**config.mk**
```make
export PLATFORM = sky130hd
export DESIGN_NAME = id_ex_stage_flat
export DESIGN_NICKNAME = d
export VERILOG_FILES = /design/src/rtl/id_ex_stage_if.sv /design/src/rtl/id_ex_stage.sv /design/src/flat_wrapper.sv
export SDC_FILE = /design/constraint.sdc
export NUM_CORES = 1
export LEC_CHECK = 0
export BUFFER_PORTS_ARGS = -buffer_cell sky130_fd_sc_hd__buf_4
export CAP_MARGIN = 5
export CORE_ASPECT_RATIO = 1.5
export CORE_MARGIN = 2
export CORE_UTILIZATION = 50
export DETAILED_ROUTE_END_ITERATION = 10
export HOLD_SLACK_MARGIN = 0.12
export PLACE_DENSITY_LB_ADDON = 0.2
export SETUP_SLACK_MARGIN = 0.4
export SLEW_MARGIN = 15
export SYNTH_ARGS = -nofsm -noshare
export SYNTH_HDL_FRONTEND = slang
export SYNTH_SLANG_ARGS = --single-unit
```
**constraint.sdc**
```tcl
create_clock -name i_clk -period 4.5 [get_ports i_clk]
set_input_delay 1.35 -clock i_clk [delete_from_list [all_inputs] [get_ports i_clk]]
set_output_delay 1.35 -clock i_clk [all_outputs]
set_load 0.03 [all_outputs]
```
**src/rtl/id_ex_stage_if.sv**
```systemverilog
// ----------------------------------------------------------------------------
// id_ex_stage_if
//   Bundles the ID-side inputs, the EX/MEM and MEM/WB forwarding taps and the
//   EX-side outputs of the ID/EX pipeline register.
//   master : driver of the ID/forwarding side, consumer of the EX side
//   slave  : the id_ex_stage itself
// ----------------------------------------------------------------------------
interface id_ex_stage_if #(
    parameter int DATA_W = 32,
    parameter int REG_AW = 5,
    parameter int CTRL_W = 4
);
    logic              i_stall;
    logic              i_flush;
    logic              i_id_valid;
    logic [REG_AW-1:0] i_rs_addr;
    logic [REG_AW-1:0] i_rt_addr;
    logic [REG_AW-1:0] i_rd_addr;
    logic [DATA_W-1:0] i_rs_data;
    logic [DATA_W-1:0] i_rt_data;
    logic [DATA_W-1:0] i_imm;
    logic [CTRL_W-1:0] i_alu_control;
    logic              i_alu_src;
    logic              i_reg_write;
    logic              i_mem_read;
    logic              i_mem_write;
    logic              i_mem_to_reg;
    logic              i_exmem_reg_write;
    logic [REG_AW-1:0] i_exmem_rd;
    logic [DATA_W-1:0] i_exmem_result;
    logic              i_memwb_reg_write;
    logic [REG_AW-1:0] i_memwb_rd;
    logic [DATA_W-1:0] i_memwb_result;

    logic              o_ex_valid;
    logic [DATA_W-1:0] o_op1;
    logic [DATA_W-1:0] o_op2;
    logic [CTRL_W-1:0] o_alu_control;
    logic [DATA_W-1:0] o_store_data;
    logic [REG_AW-1:0] o_ex_rd;
    logic              o_ex_reg_write;
    logic              o_ex_mem_read;
    logic              o_ex_mem_write;
    logic              o_ex_mem_to_reg;
    logic              o_load_use_stall;

    modport slave (
        input  i_stall, i_flush, i_id_valid, i_rs_addr, i_rt_addr, i_rd_addr,
               i_rs_data, i_rt_data, i_imm, i_alu_control, i_alu_src,
               i_reg_write, i_mem_read, i_mem_write, i_mem_to_reg,
               i_exmem_reg_write, i_exmem_rd, i_exmem_result,
               i_memwb_reg_write, i_memwb_rd, i_memwb_result,
        output o_ex_valid, o_op1, o_op2, o_alu_control, o_store_data, o_ex_rd,
               o_ex_reg_write, o_ex_mem_read, o_ex_mem_write, o_ex_mem_to_reg,
               o_load_use_stall
    );

    modport master (
        output i_stall, i_flush, i_id_valid, i_rs_addr, i_rt_addr, i_rd_addr,
               i_rs_data, i_rt_data, i_imm, i_alu_control, i_alu_src,
               i_reg_write, i_mem_read, i_mem_write, i_mem_to_reg,
               i_exmem_reg_write, i_exmem_rd, i_exmem_result,
               i_memwb_reg_write, i_memwb_rd, i_memwb_result,
        input  o_ex_valid, o_op1, o_op2, o_alu_control, o_store_data, o_ex_rd,
               o_ex_reg_write, o_ex_mem_read, o_ex_mem_write, o_ex_mem_to_reg,
               o_load_use_stall
    );
endinterface

```
**src/rtl/id_ex_stage.sv**
```systemverilog
// ----------------------------------------------------------------------------
// id_ex_stage
//   ID/EX pipeline register of the MIPS core, directly feeding the ALU.
//   Captures decoded operands/controls, resolves EX/MEM and MEM/WB forwarding,
//   selects the immediate for operand 2 and flags load-use hazards.
// Ports
//   i_clk    clock, rising edge
//   i_rst_n  asynchronous active-low reset, clears every register
//   bus      id_ex_stage_if.slave: ID inputs, forwarding taps, ALU-side outputs
// ----------------------------------------------------------------------------
module id_ex_stage #(
    parameter int DATA_W = 32,
    parameter int REG_AW = 5,
    parameter int CTRL_W = 4
) (
    input  logic           i_clk,
    input  logic           i_rst_n,
    id_ex_stage_if.slave   bus
);

    typedef struct packed {
        logic              valid;
        logic [REG_AW-1:0] rs;
        logic [REG_AW-1:0] rt;
        logic [REG_AW-1:0] rd;
        logic [DATA_W-1:0] rs_data;
        logic [DATA_W-1:0] rt_data;
        logic [DATA_W-1:0] imm;
        logic [CTRL_W-1:0] alu_control;
        logic              alu_src;
        logic              reg_write;
        logic              mem_read;
        logic              mem_write;
        logic              mem_to_reg;
    } ex_t;

    ex_t               ex_q;
    ex_t               ex_d;
    logic              load_use;
    logic [DATA_W-1:0] fwd_rs;
    logic [DATA_W-1:0] fwd_rt;

    // The load in EX cannot supply its data until MEM, so a dependent
    // instruction in ID must wait one cycle behind a bubble.
    assign load_use = ex_q.valid & ex_q.mem_read & (ex_q.rd != '0) & bus.i_id_valid &
                      ((ex_q.rd == bus.i_rs_addr) | (ex_q.rd == bus.i_rt_addr));

    // A bubble is the all-zero record: valid and every enable low.
    always_comb begin
        ex_d = ex_q;
        if (bus.i_flush) begin
            ex_d = '0;
        end else if (bus.i_stall) begin
            ex_d = ex_q;
        end else if (load_use) begin
            ex_d = '0;
        end else begin
            ex_d.valid       = bus.i_id_valid;
            ex_d.rs          = bus.i_rs_addr;
            ex_d.rt          = bus.i_rt_addr;
            ex_d.rd          = bus.i_rd_addr;
            ex_d.rs_data     = bus.i_rs_data;
            ex_d.rt_data     = bus.i_rt_data;
            ex_d.imm         = bus.i_imm;
            ex_d.alu_control = bus.i_alu_control;
            ex_d.alu_src     = bus.i_alu_src;
            ex_d.reg_write   = bus.i_reg_write;
            ex_d.mem_read    = bus.i_mem_read;
            ex_d.mem_write   = bus.i_mem_write;
            ex_d.mem_to_reg  = bus.i_mem_to_reg;
        end
    end

    always_ff @(posedge i_clk or negedge i_rst_n) begin
        if (!i_rst_n) begin
            ex_q <= '0;
        end else begin
            ex_q <= ex_d;
        end
    end

    // EX/MEM is the younger producer and wins; $0 is hard-wired zero and
    // must never pick up a forwarded value.
    always_comb begin
        fwd_rs = ex_q.rs_data;
        if (bus.i_exmem_reg_write && (bus.i_exmem_rd != '0) && (bus.i_exmem_rd == ex_q.rs)) begin
            fwd_rs = bus.i_exmem_result;
        end else if (bus.i_memwb_reg_write && (bus.i_memwb_rd != '0) && (bus.i_memwb_rd == ex_q.rs)) begin
            fwd_rs = bus.i_memwb_result;
        end
    end

    always_comb begin
        fwd_rt = ex_q.rt_data;
        if (bus.i_exmem_reg_write && (bus.i_exmem_rd != '0) && (bus.i_exmem_rd == ex_q.rt)) begin
            fwd_rt = bus.i_exmem_result;
        end else if (bus.i_memwb_reg_write && (bus.i_memwb_rd != '0) && (bus.i_memwb_rd == ex_q.rt)) begin
            fwd_rt = bus.i_memwb_result;
        end
    end

    assign bus.o_ex_valid       = ex_q.valid;
    assign bus.o_op1            = fwd_rs;
    assign bus.o_op2            = ex_q.alu_src ? ex_q.imm : fwd_rt;
    assign bus.o_alu_control    = ex_q.alu_control;
    assign bus.o_store_data     = fwd_rt;
    assign bus.o_ex_rd          = ex_q.rd;
    assign bus.o_ex_reg_write   = ex_q.reg_write;
    assign bus.o_ex_mem_read    = ex_q.mem_read;
    assign bus.o_ex_mem_write   = ex_q.mem_write;
    assign bus.o_ex_mem_to_reg  = ex_q.mem_to_reg;
    assign bus.o_load_use_stall = load_use;

endmodule

```
**src/flat_wrapper.sv**
```systemverilog
// flat-port wrapper written by rule: the top's interface ports become plain ports
module id_ex_stage_flat 
#(
    parameter int DATA_W = 32,
    parameter int REG_AW = 5,
    parameter int CTRL_W = 4
)
  (i_clk, i_rst_n, bus_i_stall, bus_i_flush, bus_i_id_valid, bus_i_rs_addr, bus_i_rt_addr, bus_i_rd_addr, bus_i_rs_data, bus_i_rt_data, bus_i_imm, bus_i_alu_control, bus_i_alu_src, bus_i_reg_write, bus_i_mem_read, bus_i_mem_write, bus_i_mem_to_reg, bus_i_exmem_reg_write, bus_i_exmem_rd, bus_i_exmem_result, bus_i_memwb_reg_write, bus_i_memwb_rd, bus_i_memwb_result, bus_o_ex_valid, bus_o_op1, bus_o_op2, bus_o_alu_control, bus_o_store_data, bus_o_ex_rd, bus_o_ex_reg_write, bus_o_ex_mem_read, bus_o_ex_mem_write, bus_o_ex_mem_to_reg, bus_o_load_use_stall);
  id_ex_stage_if #(.DATA_W(DATA_W), .REG_AW(REG_AW), .CTRL_W(CTRL_W)) bus_i ();
  input  logic i_clk;
  input  logic i_rst_n;
  input wire logic [$bits(bus_i.i_stall)-1:0] bus_i_stall;
  input wire logic [$bits(bus_i.i_flush)-1:0] bus_i_flush;
  input wire logic [$bits(bus_i.i_id_valid)-1:0] bus_i_id_valid;
  input wire logic [$bits(bus_i.i_rs_addr)-1:0] bus_i_rs_addr;
  input wire logic [$bits(bus_i.i_rt_addr)-1:0] bus_i_rt_addr;
  input wire logic [$bits(bus_i.i_rd_addr)-1:0] bus_i_rd_addr;
  input wire logic [$bits(bus_i.i_rs_data)-1:0] bus_i_rs_data;
  input wire logic [$bits(bus_i.i_rt_data)-1:0] bus_i_rt_data;
  input wire logic [$bits(bus_i.i_imm)-1:0] bus_i_imm;
  input wire logic [$bits(bus_i.i_alu_control)-1:0] bus_i_alu_control;
  input wire logic [$bits(bus_i.i_alu_src)-1:0] bus_i_alu_src;
  input wire logic [$bits(bus_i.i_reg_write)-1:0] bus_i_reg_write;
  input wire logic [$bits(bus_i.i_mem_read)-1:0] bus_i_mem_read;
  input wire logic [$bits(bus_i.i_mem_write)-1:0] bus_i_mem_write;
  input wire logic [$bits(bus_i.i_mem_to_reg)-1:0] bus_i_mem_to_reg;
  input wire logic [$bits(bus_i.i_exmem_reg_write)-1:0] bus_i_exmem_reg_write;
  input wire logic [$bits(bus_i.i_exmem_rd)-1:0] bus_i_exmem_rd;
  input wire logic [$bits(bus_i.i_exmem_result)-1:0] bus_i_exmem_result;
  input wire logic [$bits(bus_i.i_memwb_reg_write)-1:0] bus_i_memwb_reg_write;
  input wire logic [$bits(bus_i.i_memwb_rd)-1:0] bus_i_memwb_rd;
  input wire logic [$bits(bus_i.i_memwb_result)-1:0] bus_i_memwb_result;
  output wire logic [$bits(bus_i.o_ex_valid)-1:0] bus_o_ex_valid;
  output wire logic [$bits(bus_i.o_op1)-1:0] bus_o_op1;
  output wire logic [$bits(bus_i.o_op2)-1:0] bus_o_op2;
  output wire logic [$bits(bus_i.o_alu_control)-1:0] bus_o_alu_control;
  output wire logic [$bits(bus_i.o_store_data)-1:0] bus_o_store_data;
  output wire logic [$bits(bus_i.o_ex_rd)-1:0] bus_o_ex_rd;
  output wire logic [$bits(bus_i.o_ex_reg_write)-1:0] bus_o_ex_reg_write;
  output wire logic [$bits(bus_i.o_ex_mem_read)-1:0] bus_o_ex_mem_read;
  output wire logic [$bits(bus_i.o_ex_mem_write)-1:0] bus_o_ex_mem_write;
  output wire logic [$bits(bus_i.o_ex_mem_to_reg)-1:0] bus_o_ex_mem_to_reg;
  output wire logic [$bits(bus_i.o_load_use_stall)-1:0] bus_o_load_use_stall;
  assign bus_i.i_stall = bus_i_stall;
  assign bus_i.i_flush = bus_i_flush;
  assign bus_i.i_id_valid = bus_i_id_valid;
  assign bus_i.i_rs_addr = bus_i_rs_addr;
  assign bus_i.i_rt_addr = bus_i_rt_addr;
  assign bus_i.i_rd_addr = bus_i_rd_addr;
  assign bus_i.i_rs_data = bus_i_rs_data;
  assign bus_i.i_rt_data = bus_i_rt_data;
  assign bus_i.i_imm = bus_i_imm;
  assign bus_i.i_alu_control = bus_i_alu_control;
  assign bus_i.i_alu_src = bus_i_alu_src;
  assign bus_i.i_reg_write = bus_i_reg_write;
  assign bus_i.i_mem_read = bus_i_mem_read;
  assign bus_i.i_mem_write = bus_i_mem_write;
  assign bus_i.i_mem_to_reg = bus_i_mem_to_reg;
  assign bus_i.i_exmem_reg_write = bus_i_exmem_reg_write;
  assign bus_i.i_exmem_rd = bus_i_exmem_rd;
  assign bus_i.i_exmem_result = bus_i_exmem_result;
  assign bus_i.i_memwb_reg_write = bus_i_memwb_reg_write;
  assign bus_i.i_memwb_rd = bus_i_memwb_rd;
  assign bus_i.i_memwb_result = bus_i_memwb_result;
  assign bus_o_ex_valid = bus_i.o_ex_valid;
  assign bus_o_op1 = bus_i.o_op1;
  assign bus_o_op2 = bus_i.o_op2;
  assign bus_o_alu_control = bus_i.o_alu_control;
  assign bus_o_store_data = bus_i.o_store_data;
  assign bus_o_ex_rd = bus_i.o_ex_rd;
  assign bus_o_ex_reg_write = bus_i.o_ex_reg_write;
  assign bus_o_ex_mem_read = bus_i.o_ex_mem_read;
  assign bus_o_ex_mem_write = bus_i.o_ex_mem_write;
  assign bus_o_ex_mem_to_reg = bus_i.o_ex_mem_to_reg;
  assign bus_o_load_use_stall = bus_i.o_load_use_stall;
  id_ex_stage #(.DATA_W(DATA_W), .REG_AW(REG_AW), .CTRL_W(CTRL_W)) u_core (.i_clk(i_clk), .i_rst_n(i_rst_n), .bus(bus_i));
endmodule
```
; After elaboration in Yosys (flattened, before gate mapping)
; Cells that the tools add are included.
[word_totals]
regBits = 121
inputBits = 201
out_inout_bits = 111
word_cells = 42
[classes]
n_eq_ne = 7
mux = 8
n_bitwise = 5
n_reduce_logical = 9
[ops]
columns = operator, n
row1 = 121-bit two-way mux, 3
row2 = 32-bit two-way mux, 5
row3 = 5-bit equality test, 6
row4 = 5-bit nonzero test, 3
row5 = 1-bit logical AND, 6
row6 = 1-bit bitwise AND, 4
row7 = "2-bit by 1-bit != test with 1-bit output, second input constant", 1
row8 = 1-bit bitwise OR, 1

; Longest topological paths before layout
[depth]
word_depth = 7
mapped_depth = 7
mapped_depth_nobuf = 5

; Least setup slack after synthesis
; No wires, ideal clock.
[synth_timing]
kind = input port to output port
from = in bus_i_memwb_rd[0]
to = out bus_o_op2[11]
t_arrival_ns = 3.444
t_required_ns = 3.150
setup_slack_ns = -0.294
stages = 7
path_buffers = 2
path_cell_list = or4_1 o21a_1 and3_1 buf_2 buf_6 mux2i_1 a221oi_1
[synth_via]
elab_chain_cells = 6
elab_cells_between_ends = 7
classes_between = eq/ne (1) / mux (3) / reduce/logical (3)
[synth_lines]
columns = element, line_no
row1 = start: declaration, flat_wrapper.sv:31  ; input wire logic [$bits(bus_i.i_memwb_rd)-1:0] bus_i_memwb_rd;
row2 = 5-bit nonzero test, id_ex_stage.sv:97  ; end else if (bus.i_memwb_reg_write && (bus.i_memwb_rd != '0) && (bus.i_memwb_rd == ex_q.rt)) begin
row3 = 1-bit logical AND, id_ex_stage.sv:97
row4 = 1-bit logical AND (*), id_ex_stage.sv:97
row5 = 32-bit two-way mux (*), id_ex_stage.sv:97
row6 = 32-bit two-way mux (*), id_ex_stage.sv:95  ; if (bus.i_exmem_reg_write && (bus.i_exmem_rd != '0) && (bus.i_exmem_rd == ex_q.rt)) begin
row7 = 32-bit two-way mux (*), id_ex_stage.sv:104  ; assign bus.o_op2 = ex_q.alu_src ? ex_q.imm : fwd_rt;
row8 = end: declaration, flat_wrapper.sv:35  ; output wire logic [$bits(bus_i.o_op2)-1:0] bus_o_op2;
; Every way passes the cells marked *; elsewhere a longest branch is shown, timed or not.

; Final worst setup path
[layout_timing]
from = in bus_i_memwb_rd[4]
to = out bus_o_op1[20]
[layout_via]
elab_chain_cells = 5
elab_cells_between_ends = 6
classes_between = eq/ne (1) / mux (2) / reduce/logical (3)
[layout_lines]
columns = element, line_no
row1 = 5-bit nonzero test, id_ex_stage.sv:88  ; end else if (bus.i_memwb_reg_write && (bus.i_memwb_rd != '0) && (bus.i_memwb_rd == ex_q.rs)) begin
row2 = 1-bit logical AND, id_ex_stage.sv:88
row3 = 1-bit logical AND (*), id_ex_stage.sv:88
row4 = 32-bit two-way mux (*), id_ex_stage.sv:88
row5 = 32-bit two-way mux (*), id_ex_stage.sv:86  ; if (bus.i_exmem_reg_write && (bus.i_exmem_rd != '0) && (bus.i_exmem_rd == ex_q.rs)) begin
row6 = end: declaration, flat_wrapper.sv:34  ; output wire logic [$bits(bus_i.o_op1)-1:0] bus_o_op1;
; Marked as above.

==> results.md <==
* RSZ-0062 raised after global routing: true
* Die height at 160 um
* Final Non-Filler Cells at 1453
* Avg Synthesized Cell Area at 8.63 um^2
* VDD IR max at about 0.24 mV
* Leading area contributor after synthesis: dfrtp_1
* Yosys warning count at 0
* DP Area at 12000 um^2
* Post-Route WL at 33400 um
* Clock power share at 41.5%
* Drt wl/cell at 23.0 um
* Number of synthesized flops with an enable pin at 0
* Max reg flops at approximately 110
* Cell Pwr Density at 292 nW/um^2
* DR vias at ~9000
* Dpl cells at 1407
* # rows at 57
* Initial antenna violation count at 4
* DRC at 0
* Core occupancy in the finished layout at about 83%
* Gate Count Post-Synth at 938
* Share of the yosys chip area belonging to registers at 37.4%
* IO Pins at 312
* Status: finished with violations
* Worst hold slack at around 0.47 ns
* #FFs+latches synth at 121
* R2R depth at 7
* DIE AREA at 17200 um^2
* Slew Viols, Final at 0
* Final nets at 1431
* Port-buffer cells at 311
* Gate power share at 27.2%
* Share of cells above drive strength 1 at 46.6%
* Top post-synthesis cells by count: 133 x inv_1, 121 x dfrtp_1, 121 x o41ai_1
* Final Cell Area at around 13000 um^2
* Core box area at about 16000 um^2
* Die X at 108 um
* Share of the synthesized area in the top cell type at 37.4%
* Clock Latency Late Sink at 0.43 ns
* CTS clk-pin slew, worst paths at roughly 0.060 ns
* Max clock buf depth at 2
* Worst hold path type: register to register
* TritonCTS clock tree: built
* Worst setup margin at -0.151 ns
* Layout Skew at 0.0115 ns
* Worst setup EP type: output port
* Post-Syn Area at 8090 um^2
* Overflow after GRT at 0
* Critical path type: input pin to output port
* Crit path DAT at 3.30 ns
* Clock sink total at 121
* Synth Net Count at 1139
* DR vias/cell at just over 6
* Fin crit period at 4.65 ns
* Pre-Repair DR Iteration Count at 7
* Slew @ Worst Pin at 1.03 ns
* GRT Util Overall at 38.3%
* Initial detailed-routing violation count at 704
* Largest net degree at the start of global routing at 153
* Post-synth ARST share at 100%
* Crit path max fanout at 9
* Switching pwr at about 0.0012 W
* Max frequency at 215 MHz
* Failing checks: setup timing
* Worst endpoint required time at roughly 3.2 ns
* Setup-failing EPs final at ~80
* Rel. slew slack at 31.4%
* Pre-CTS setup slack at -0.172 ns
* Initial Utilization at 50.4%
* Global-route wire length before repair at ~50000 um
* Slowest library cell on the worst path: or4_1
* Sw frac at just under 30%
* Placer congestion estimate at 0.916
* Final worst-path cycle share at 103%
* Number of global-route vias before repair at 9049
* Number of max-capacitance violations reported at 0
* Top cell by count, worst path: buf_6
* H-tree levels at 4
* ANT nets after route at 0
* P_leak at 6.06 nW
* Area growth syn-to-layout at 64.9%
* Critical-path cell list: buf_6 > or4_1 > o21a_2 > buf_4 > and4_4 > buf_12 > mux2i_2 > o21ai_2 > buf_6
* Hold Path Depth at 2
* Fin. Hold Viols at 0
* Post-DP HPWL at roughly 23000 um
* Most common cell in the netlist: inv_1
* CP max stage delay at 0.54 ns
* Flop pwr share at 31.3%
* CP startpoint kind: input pin
* Post-synth cell types at 28
* Most used flip-flop cell after synthesis: dfrtp_1
* CTS buffer count at 17
* Internal Pwr Total at roughly 0.0027 W
* Largest Register: u_core.ex_q
* Synth top area cells: dfrtp_1 37%, o41ai_1 13%, nand3b_1 10%
* Root Driver: clkbuf_16
## power groups by stage
| stage | sequential, W | combinational, W | clock [W] |
|---|---|---|---|
| after floorplan | 0.00121 | 0.000570 | 0 |
| after global placement | 0.00123 | 0.000960 | 0 |
| after detailed placement | 0.00123 | 0.000972 | 0 |
| after CTS | 0.00122 | 0.00102 | 0.00163 |
| after global routing | 0.00123 | 0.00111 | 0.00167 |
| final | 0.00122 | 0.00106 | 0.00162 |
## worst paths after layout
check,startpoint,end,slack [ns]
worst min-delay path,u_core.bus.o_ex_mem_write,u_core.bus.o_ex_mem_write,0.47
max in group asynchronous,i_rst_n,u_core.ex_q[118],2.64
worst max register to register,u_core.bus.o_ex_rd[1],u_core.ex_q[61],1.53
min in group asynchronous,i_rst_n,u_core.ex_q[28],1.04
worst max-delay path,bus_i_memwb_rd[4],bus_o_op1[20],-0.15
worst min register to register,u_core.bus.o_ex_mem_write,u_core.bus.o_ex_mem_write,0.47
## layout make-up
type,instances,area [um^2]
inverter,133,499
sequential,121,3030
multi-input combinational,573,5450
clock inverter,10,213
antenna,4,10.0
clock buffer,22,484
tap,206,258
timing repair buffer,384,3400
fill,886,2700
## metrics by stage
stage	total power (W)	setup TNS [ns]
detailed placement	0.00220	-6.80
finish	0.00390	-5.61
CTS	0.00387	-3.03
global route	0.00401	-7.98
global placement	0.00219	-4.89
floorplan	0.00178	0
## critical path, delay by kind of cell
family,cells,cell delay [ns]
mux,1,0.16
buf+inv,4,0.60
simple gates,2,0.78
compound gates,2,0.39
## layer usage
layer | track usage [%] | part of all wire [%]
met5 | 0 | 0
met2 | 63.9 | 51
met4 | 26.5 | 6.6
met1 | 42.9 | 35
met3 | 8.16 | 7.7
## cells in the final DEF (no fill, tap or decap), drive strengths merged
cell type and count:
clkbuf 24, xnor2 14, clkinv 2, mux2i 44
o41ai 121, or4 3, bufinv 6, o2111ai 1
inv 133, and4 1, nor2b 1, and3 21
nand2 65, clkinvlp 2, dfrtp 121, nand3b 109
nor3 17, buf 382, o21a 1, a21oi 13
o31ai 20, o21ai 33, nand3 5, or3 1
a221oi 32, xor2 16, diode 4, nor2 54
nor4 1
## logic make-up after synthesis
kind of cell	share of synthesized area (%)
AOI/OAI and AO/OA	21.5
xor gates and xnor gates	3.25
buffers and inverters	13.1
DFF	37.4
muxes	5.44
and+or+nand+nor	19.3
## what timing repair did
action / 4_1_cts / 5_1_grt
gates cloned: 3 / 2
buffers inserted: 0 / 5
endpoints found under the hold margin: 0 / 0
hold buffers: 0 / 0
endpoints found under the setup margin: 96 / 96
pin swaps: 11 / 20
resized for setup: 77 / 31
(Power assumes the default switching activity.)
